--- config.mk ---
export PLATFORM = sky130hd
export DESIGN_NAME = gj_row_scaler
export DESIGN_NICKNAME = d
export VERILOG_FILES = /design/src/rtl/matinv_pkg.sv /design/src/rtl/fx_mul_sat_reg.sv /design/src/rtl/gj_row_scaler.sv
export SDC_FILE = /design/constraint.sdc
export NUM_CORES = 1
export LEC_CHECK = 0
export ABC_AREA = 1
export CAP_MARGIN = 15
export CORE_ASPECT_RATIO = 0.8
export CORE_MARGIN = 2
export CORE_UTILIZATION = 59
export CTS_BUF_LIST = sky130_fd_sc_hd__clkbuf_16
export DETAILED_ROUTE_END_ITERATION = 10
export PLACE_DENSITY_LB_ADDON = 0.15
export SYNTH_ARGS = -nofsm -noshare
export SYNTH_HDL_FRONTEND = slang
export SYNTH_SLANG_ARGS = --single-unit
--- constraint.sdc ---
create_clock -name clk -period 14.9 [get_ports clk]
set_input_delay 4.47 -clock clk [delete_from_list [all_inputs] [get_ports clk]]
set_output_delay 4.47 -clock clk [all_outputs]
set_load 0.02 [all_outputs]
--- src/rtl/matinv_pkg.sv ---
// Shared definitions for the matrix-inversion datapath: Q-format defaults,
// fixed-point constants, the row-scaler state encoding and a rounding multiply.
package matinv_pkg;

  localparam int DEF_WORD_LENGTH     = 16;
  localparam int DEF_FRACTION_LENGTH = 12;

  localparam logic [DEF_WORD_LENGTH-1:0] FX_ONE = DEF_WORD_LENGTH'(1) << DEF_FRACTION_LENGTH;
  localparam logic [DEF_WORD_LENGTH-1:0] FX_MAX = {1'b0, {(DEF_WORD_LENGTH-1){1'b1}}};
  localparam logic [DEF_WORD_LENGTH-1:0] FX_MIN = {1'b1, {(DEF_WORD_LENGTH-1){1'b0}}};

  typedef enum logic [2:0] {
    ST_IDLE,
    ST_DIV_REQ,
    ST_DIV_WAIT,
    ST_SCALE,
    ST_DRAIN,
    ST_DONE,
    ST_ERR
  } gj_state_t;

  // Round-half-up product of two default-width values, clamped to the word range.
  function automatic logic [DEF_WORD_LENGTH-1:0] fx_mul_sat(
    input logic signed [DEF_WORD_LENGTH-1:0] a,
    input logic signed [DEF_WORD_LENGTH-1:0] b
  );
    logic signed [2*DEF_WORD_LENGTH-1:0] prod;
    logic signed [2*DEF_WORD_LENGTH-1:0] shf;
    prod = a * b;
    shf  = (prod + $signed((2*DEF_WORD_LENGTH)'(1) << (DEF_FRACTION_LENGTH-1))) >>> DEF_FRACTION_LENGTH;
    if (shf > $signed({{(DEF_WORD_LENGTH+1){1'b0}}, {(DEF_WORD_LENGTH-1){1'b1}}}))
      return FX_MAX;
    else if (shf < $signed({{(DEF_WORD_LENGTH+1){1'b1}}, {(DEF_WORD_LENGTH-1){1'b0}}}))
      return FX_MIN;
    else
      return shf[DEF_WORD_LENGTH-1:0];
  endfunction

endpackage

--- src/rtl/fx_mul_sat_reg.sv ---
// Registered signed fixed-point multiply: full product, round half up,
// arithmetic shift by the fraction length, saturate to the word range.
module fx_mul_sat_reg
  import matinv_pkg::*;
#(
  parameter int WORD_LENGTH     = DEF_WORD_LENGTH,
  parameter int FRACTION_LENGTH = DEF_FRACTION_LENGTH
) (
  input  logic                   clk,
  input  logic                   reset,
  input  logic                   en,
  input  logic [WORD_LENGTH-1:0] a,
  input  logic [WORD_LENGTH-1:0] b,
  output logic [WORD_LENGTH-1:0] y
);

  localparam logic signed [2*WORD_LENGTH-1:0] HALF =
    (2*WORD_LENGTH)'(1) << (FRACTION_LENGTH-1);
  localparam logic signed [2*WORD_LENGTH-1:0] SAT_MAX =
    {{(WORD_LENGTH+1){1'b0}}, {(WORD_LENGTH-1){1'b1}}};
  localparam logic signed [2*WORD_LENGTH-1:0] SAT_MIN =
    {{(WORD_LENGTH+1){1'b1}}, {(WORD_LENGTH-1){1'b0}}};

  logic signed [2*WORD_LENGTH-1:0] prod;
  logic signed [2*WORD_LENGTH-1:0] shf;
  logic        [WORD_LENGTH-1:0]   y_next;

  always_comb begin
    prod = $signed(a) * $signed(b);
    shf  = (prod + HALF) >>> FRACTION_LENGTH;
    if (shf > SAT_MAX)
      y_next = SAT_MAX[WORD_LENGTH-1:0];
    else if (shf < SAT_MIN)
      y_next = SAT_MIN[WORD_LENGTH-1:0];
    else
      y_next = shf[WORD_LENGTH-1:0];
  end

  always_ff @(posedge clk or negedge reset) begin
    if (!reset)
      y <= '0;
    else if (en)
      y <= y_next;
  end

endmodule

--- src/rtl/gj_row_scaler.sv ---
// Gauss-Jordan row normalisation: fetches 1/pivot from the divider, then
// streams one row through a saturating Q-format multiplier.
module gj_row_scaler
  import matinv_pkg::*;
#(
  parameter int WORD_LENGTH     = DEF_WORD_LENGTH,
  parameter int FRACTION_LENGTH = DEF_FRACTION_LENGTH,
  parameter int MAX_COLS        = 8,
  parameter int DIV_TIMEOUT     = 63
) (
  input  logic                             clk,
  input  logic                             reset,
  input  logic                             start,
  input  logic [WORD_LENGTH-1:0]           pivot,
  input  logic [$clog2(MAX_COLS+1)-1:0]    row_len,
  output logic                             div_start,
  output logic [WORD_LENGTH-1:0]           div_num,
  output logic [WORD_LENGTH-1:0]           div_den,
  input  logic [WORD_LENGTH-1:0]           div_quot,
  input  logic                             div_done,
  input  logic [WORD_LENGTH-1:0]           in_data,
  input  logic                             in_valid,
  output logic                             in_ready,
  output logic [WORD_LENGTH-1:0]           out_data,
  output logic                             out_valid,
  input  logic                             out_ready,
  output logic                             busy,
  output logic                             done,
  output logic                             error
);

  localparam int CW = $clog2(MAX_COLS+1);
  localparam int TW = $clog2(DIV_TIMEOUT+1);

  gj_state_t        state_reg, state_next;
  logic [WORD_LENGTH-1:0] pivot_reg, pivot_next;
  logic [WORD_LENGTH-1:0] recip_reg, recip_next;
  logic [CW-1:0]    remaining_reg, remaining_next;
  logic [TW-1:0]    tcnt_reg, tcnt_next;
  logic             error_reg, error_next;
  logic             out_valid_reg, out_valid_next;
  logic             in_fire;

  assign div_num   = WORD_LENGTH'(1) << FRACTION_LENGTH;
  assign div_den   = pivot_reg;
  assign div_start = (state_reg == ST_DIV_REQ);
  assign busy      = (state_reg != ST_IDLE);
  assign done      = (state_reg == ST_DONE);
  assign error     = error_reg;
  assign out_valid = out_valid_reg;

  // A new element may enter whenever the output register is empty or being drained.
  assign in_ready = (state_reg == ST_SCALE) && (remaining_reg != '0) &&
                    (!out_valid_reg || out_ready);
  assign in_fire  = in_valid && in_ready;

  always_comb begin
    state_next     = state_reg;
    pivot_next     = pivot_reg;
    recip_next     = recip_reg;
    remaining_next = remaining_reg;
    tcnt_next      = tcnt_reg;
    error_next     = error_reg;

    if (in_fire)
      out_valid_next = 1'b1;
    else if (out_ready)
      out_valid_next = 1'b0;
    else
      out_valid_next = out_valid_reg;

    case (state_reg)
      ST_IDLE: begin
        if (start) begin
          pivot_next     = pivot;
          remaining_next = row_len;
          error_next     = 1'b0;
          if (pivot == '0 || row_len == '0 || row_len > CW'(MAX_COLS)) begin
            state_next = ST_ERR;
            error_next = 1'b1;
          end else begin
            state_next = ST_DIV_REQ;
          end
        end
      end
      ST_DIV_REQ: begin
        tcnt_next  = '0;
        state_next = ST_DIV_WAIT;
      end
      ST_DIV_WAIT: begin
        if (div_done) begin
          recip_next = div_quot;
          state_next = ST_SCALE;
        end else if (tcnt_reg == TW'(DIV_TIMEOUT-1)) begin
          state_next = ST_ERR;
          error_next = 1'b1;
        end else begin
          tcnt_next = tcnt_reg + 1'b1;
        end
      end
      ST_SCALE: begin
        if (in_fire) begin
          remaining_next = remaining_reg - 1'b1;
          if (remaining_reg == CW'(1))
            state_next = ST_DRAIN;
        end
      end
      ST_DRAIN: begin
        if (!out_valid_reg || out_ready)
          state_next = ST_DONE;
      end
      ST_DONE: state_next = ST_IDLE;
      ST_ERR:  state_next = ST_IDLE;
      default: state_next = ST_IDLE;
    endcase
  end

  always_ff @(posedge clk or negedge reset) begin
    if (!reset) begin
      state_reg     <= ST_IDLE;
      pivot_reg     <= '0;
      recip_reg     <= '0;
      remaining_reg <= '0;
      tcnt_reg      <= '0;
      error_reg     <= 1'b0;
      out_valid_reg <= 1'b0;
    end else begin
      state_reg     <= state_next;
      pivot_reg     <= pivot_next;
      recip_reg     <= recip_next;
      remaining_reg <= remaining_next;
      tcnt_reg      <= tcnt_next;
      error_reg     <= error_next;
      out_valid_reg <= out_valid_next;
    end
  end

  fx_mul_sat_reg #(
    .WORD_LENGTH     (WORD_LENGTH),
    .FRACTION_LENGTH (FRACTION_LENGTH)
  ) u_mul (
    .clk   (clk),
    .reset (reset),
    .en    (in_fire),
    .a     (in_data),
    .b     (recip_reg),
    .y     (out_data)
  );

endmodule
==> reports/qor.txt, run 1 <==
Run status = finished clean
Routed WL = 31300 um
Postcts setup bufs = 0
Crit Path Class = in -> reg
Wire length on met2 = 15700 um
Final Critical Period = 11.24 ns
FP Rows = 49
Largest family of logic cells by synthesized area = adder cells
Register area share after synthesis = 0.118
Cells after Synth = 1677
Vias per std cell = 5.08
Worst r2r path cells = 24
Hold Crit Start = tcnt_reg[4]$_DFFE_PN0P_
Nets = 2127
Synth Area in Simple Gates = 0.173
Ports = 112
Clock sink count = 63
First-pass GRT wire length = 54800 um
Fin crit share = 0.754
GPL Wtd Cong = 0.945
Synth top area share = 0.391
Synth async-reset ratio = 1.00
Hold endpoint = tcnt_reg[5]$_DFFE_PN0P_
Top Metal Used = met4
Routed wl met3 = 1630 um
Antenna violations before repair = 0
Worst EP arrival = 11.42 ns
Synth Area in Compound Gates = 0.0370
CP delay by family, top = adder cells
DP HPWL = 26000 um
CP Launch Type = input port
Ys flop type = dfrtp_1
Number of flops mapped to enable cells by yosys = 0
Ant. Diodes = 0
Syn Area/Cell = 7.99 um2
CP bufs+invs = 7
RR Startpoint = recip_reg[1]$_DFFE_PN0P_
Fin util = 0.659
Critical Path Max Stage Delay = 0.88 ns
Worst rel slew slack = 0.325
Syn-to-layout area delta = 9.96%
Post-Synth Adder-Cell Area = 0.467
Hold Crit Depth = 1
R2R Path End = u_mul.y[3]$_DFFE_PN0P_
Final hold violation count = 0
RSZ-0062 raised after global routing = false
Layout cells sized above 1 = 0.0543
DRT iter0 DRCs = 677
Total CTS buffers = 9
Die extent in x = 173 um
Grt ovf = 0
Cell area after synthesis = 0.0134 mm2
Root buffer cell = clkbuf_16
CTS Buffer Depth = 2
Final Max Tran Viols = 0
Drt wl/cell = 15.4 um
Synth Area in XOR/XNOR = 0.0163
Worst Path Required = 15.09 ns
Largest net degree at the start of global routing = 64
CTS tree = yes
Starting Density = 0.599
Worst-margin pin slew = 1.01 ns
Post-cts resize count = 0
Hold Crit Class = reg -> reg
Final ANT Viol Nets = 0
# DRC = 0
Clock slew at reported path FFs = 0.07 ns
Peak Freq = 89.0 MHz
Post-synthesis mux area share = 0.0260
Skew-Pair Late Insertion Delay = 0.34 ns
Largest cells by area after synthesis = fa_1 (39%), inv_1 (14%), dfrtp_1 (12%)
Yosys reg bits = 63
H-tree levels = 3
CP Capture Type = register
Area leader, netlist = fa_1
Global-route usage over all layers = 0.286
Max Cap Viol = 0
Most frequent cell after synthesis = inv_1
Crit path max fanout = 16
Core Footprint = 0.0224 mm2
Fin Setup TNS = 0 ns
Commonest cells in the netlist = inv_1 (485), nand2_1 (413), fa_1 (262), nor2_1 (82), ha_1 (81)
Crit-path slowest cell = clkdlybuf4s50_1
Die footprint = 0.0239 mm2
Final number of setup-violating endpoints = 0
IO Port Bufs = 95
Number of global-route vias before repair = 11100
M1 WL = 13200 um
Die Y-Extent = 139 um
Netlist cell types = 43
Hold buffers post-CTS = 0
Clk_skew = 0.0127 ns
DR pass1 iterations = 6
Ys Warns = 0
Vias after detailed routing = 10400
Reg2reg setup slack = 7.84 ns
[placed cells by master, fill, tap and decap left out, types with 6 or more instances in the layout]
cell / instances
nand3_1: 23
fa_1: 262
mux2_2: 31
xnor2_1: 11
dfrtp_1: 63
conb_1: 16
o21ai_0: 18
or2_2: 6
clkdlybuf4s50_1: 94
nor2_1: 82
a21oi_2: 10
clkbuf_16: 9
nand2_2: 16
nand2_1: 413
a21oi_1: 36
inv_1: 485
ha_1: 81
buf_4: 6
xor2_1: 14
nor3_1: 9
[per-layer routing]
layer / track usage / vias to the layer above
met4: 0.0819 / 0
met1: 0.379 / 5160
met3: 0.0329 / 58
li1: - / 4838
met2: 0.499 / 301
met5: 0 / -
[metrics by stage]
stage	setup WS (ns)	cells	instance area, um2	hold WS (ns)
detailed placement	3.31	2021	14500	0.475
floorplan	4.74	1691	13500	0.446
CTS	3.66	2037	14700	0.484
global placement	3.50	2021	14500	0.464
finish	3.66	2037	14700	0.484
global route	3.12	2037	14700	0.508
[kinds of logic (layout without fill, tap and decap cells)]
| group | Yosys count | count (layout) |
|---|---|---|
| compound gates | 81 | 81 |
| xor+xnor | 25 | 25 |
| fa+ha+maj | 343 | 343 |
| buf+inv | 562 | 602 |
| flops | 63 | 63 |
| mux | 31 | 31 |
| other cells | 2 | 16 |
| simple gates | 570 | 570 |
[layout make-up]
cell class / count / area [um2]
clock inverters: 7 / 48.8
inverters: 485 / 1820
repair buffers: 101 / 991
flip-flops and latches: 63 / 1580
clock buffers: 9 / 225
multi-input cells: 1066 / 9690
fillers: 1977 / 7640
well taps: 306 / 383
[worst max path at each step]
stage / slack, ns / depth (start not counted) / startpoint / end
2_1_floorplan: 4.74 / 26 / in_data[15] / u_mul.y[0]$_DFFE_PN0P_
3_3_place_gp: 3.50 / 25 / in_data[15] / u_mul.y[3]$_DFFE_PN0P_
3_5_place_dp: 3.31 / 25 / in_data[15] / u_mul.y[3]$_DFFE_PN0P_
4_1_cts: 3.66 / 25 / in_data[15] / u_mul.y[3]$_DFFE_PN0P_
5_1_grt: 3.12 / 23 / in_data[15] / u_mul.y[3]$_DFFE_PN0P_
6_report: 3.66 / 25 / in_data[15] / u_mul.y[3]$_DFFE_PN0P_
Power of run 1 is not shown: default switching activity piles up to over one toggle a cycle in this logic, so the estimate is an artifact.
==> run 2: changes to the inputs <==
--- a/config.mk
+++ b/config.mk
@@ -9,7 +9,7 @@
 export CAP_MARGIN = 15
 export CORE_ASPECT_RATIO = 0.8
 export CORE_MARGIN = 2
-export CORE_UTILIZATION = 59
+export CORE_UTILIZATION = 55
 export CTS_BUF_LIST = sky130_fd_sc_hd__clkbuf_16
 export DETAILED_ROUTE_END_ITERATION = 10
 export PLACE_DENSITY_LB_ADDON = 0.15
==> constraint.sdc (replaced) <==
create_clock -name clk -period 9.1 [get_ports clk]
set_input_delay 2.73 -clock clk [delete_from_list [all_inputs] [get_ports clk]]
set_output_delay 2.73 -clock clk [all_outputs]
set_load 0.02 [all_outputs]
==> reports/qor.txt, run 2 (synthesis results as in run 1) <==
Drt wl/cell = 15.4 um
Layout cells sized above 1 = 0.0715
Global-route usage over all layers = 0.277
Core Footprint = 0.0241 mm2
H-tree levels = 3
CP dominant cell by count = fa_1
Number of global-route vias before repair = 11200
Antenna violations before repair = 1
Peak Freq = 116 MHz
DR pass1 iterations = 5
Nets = 2159
Largest net degree at the start of global routing = 64
Worst rel slew slack = 0.204
Run status = finished clean
CTS Buffer Depth = 2
Die Y-Extent = 144 um
Routed WL = 32100 um
Critical Path Max Stage Delay = 0.69 ns
Vias after detailed routing = 10400
Ant. Diodes = 0
Final number of setup-violating endpoints = 0
Root buffer cell = clkbuf_16
Die footprint = 0.0256 mm2
Crit Path Class = in -> reg
Ports = 112
Fin crit share = 0.949
Skew-Pair Late Insertion Delay = 0.36 ns
Vias per std cell = 4.98
Worst Path Required = 9.36 ns
RSZ-0062 raised after global routing = false
Worst-margin pin slew = 1.19 ns
Syn-to-layout area delta = 12.6%
GPL Wtd Cong = 0.941
Clock slew at reported path FFs = 0.06 ns
Most common cell after layout, fill and taps aside = inv_1
Clock sink count = 63
FP Rows = 51
Max Cap Viol = 0
Worst EP arrival = 8.90 ns
# DRC = 0
Final Critical Period = 8.64 ns
Hold Crit Class = reg -> reg
Clk_skew = 0.0163 ns
CP Capture Type = register
Crit-path slowest cell = fa_1
DRT iter0 DRCs = 636
Starting Density = 0.556
IO Port Bufs = 95
Final Non-Filler Cells = 2081
CTS tree = yes
Postcts setup bufs = 0
Die extent in x = 179 um
Commonest non-fill, non-tap cells in the layout = inv_1 (485), nand2_1 (413), fa_1 (262)
CP Launch Type = input port
Final hold violation count = 0
Final Max Tran Viols = 0
Grt ovf = 0
Placed cell count = 2065
Final ANT Viol Nets = 0
DP HPWL = 27100 um
Crit path max fanout = 16
First-pass GRT wire length = 54900 um
Total CTS buffers = 9
[run 2: worst paths after layout]
| check | startpoint | end | slack (ns) | cells past startpoint |
|---|---|---|---|---|
| max | in_data[15] | u_mul.y[5]$_DFFE_PN0P_ | 0.46 | 25 |
| min | tcnt_reg[4]$_DFFE_PN0P_ | tcnt_reg[5]$_DFFE_PN0P_ | 0.49 | 1 |
| max reg2reg | recip_reg[8]$_DFFE_PN0P_ | u_mul.y[5]$_DFFE_PN0P_ | 2.51 | 23 |
| min reg2reg | tcnt_reg[4]$_DFFE_PN0P_ | tcnt_reg[5]$_DFFE_PN0P_ | 0.49 | 1 |
| max in group asynchronous | reset | u_mul.y[9]$_DFFE_PN0P_ | 5.93 | 2 |
| min in group asynchronous | reset | div_den[1]$_DFFE_PN0P_ | 2.57 | 2 |
[run 2: cell type report]
type / count / area [um2]
Multi-Input combinational cell: 1066 / 9700
Timing Repair Buffer: 133 / 1280
Sequential cell: 63 / 1580
Clock inverter: 7 / 100
Tap cell: 318 / 398
Clock buffer: 9 / 225
Fill cell: 2104 / 9020
Inverter: 485 / 1820
[run 2: through the flow]
stage	setup slack, ns	TNS, ns	hold slack [ns]	cell area, um2	util
after global placement	0.0912	0	0.463	14800	0.612
after CTS	0.287	0	0.484	15100	0.625
after floorplan	0.682	0	0.446	13500	-
after global routing	0.0884	0	0.506	15100	0.626
after detailed placement	-0.0229	-0.0832	0.481	14800	0.612
final	0.462	0	0.486	15100	0.626
[run 2: critical path, delay by kind of cell]
| kind | cells | cell delay [ns] |
|---|---|---|
| and+or+nand+nor | 7 | 0.94 |
| adders and majority gates | 7 | 3.59 |
| buffers and inverters | 8 | 1.16 |
| AOI/OAI and AO/OA | 3 | 0.47 |
[run 2: metal layers]
layer	routed length [um]	global-route usage	vias up	part of all wire
met2	15900	0.485	287	0.49
li1	-	-	4912	-
met5	0	0	-	0
met3	1490	0.0315	56	0.046
met1	13900	0.363	5117	0.43
met4	855	0.0890	0	0.027
[run 2: repair_timing]
item | in CTS | in global routing
gates resized for setup | 0 | 5
endpoints found under the setup margin | 0 | 15
hold buffers | 0 | 0
Power of run 2 is left out for the same reason.
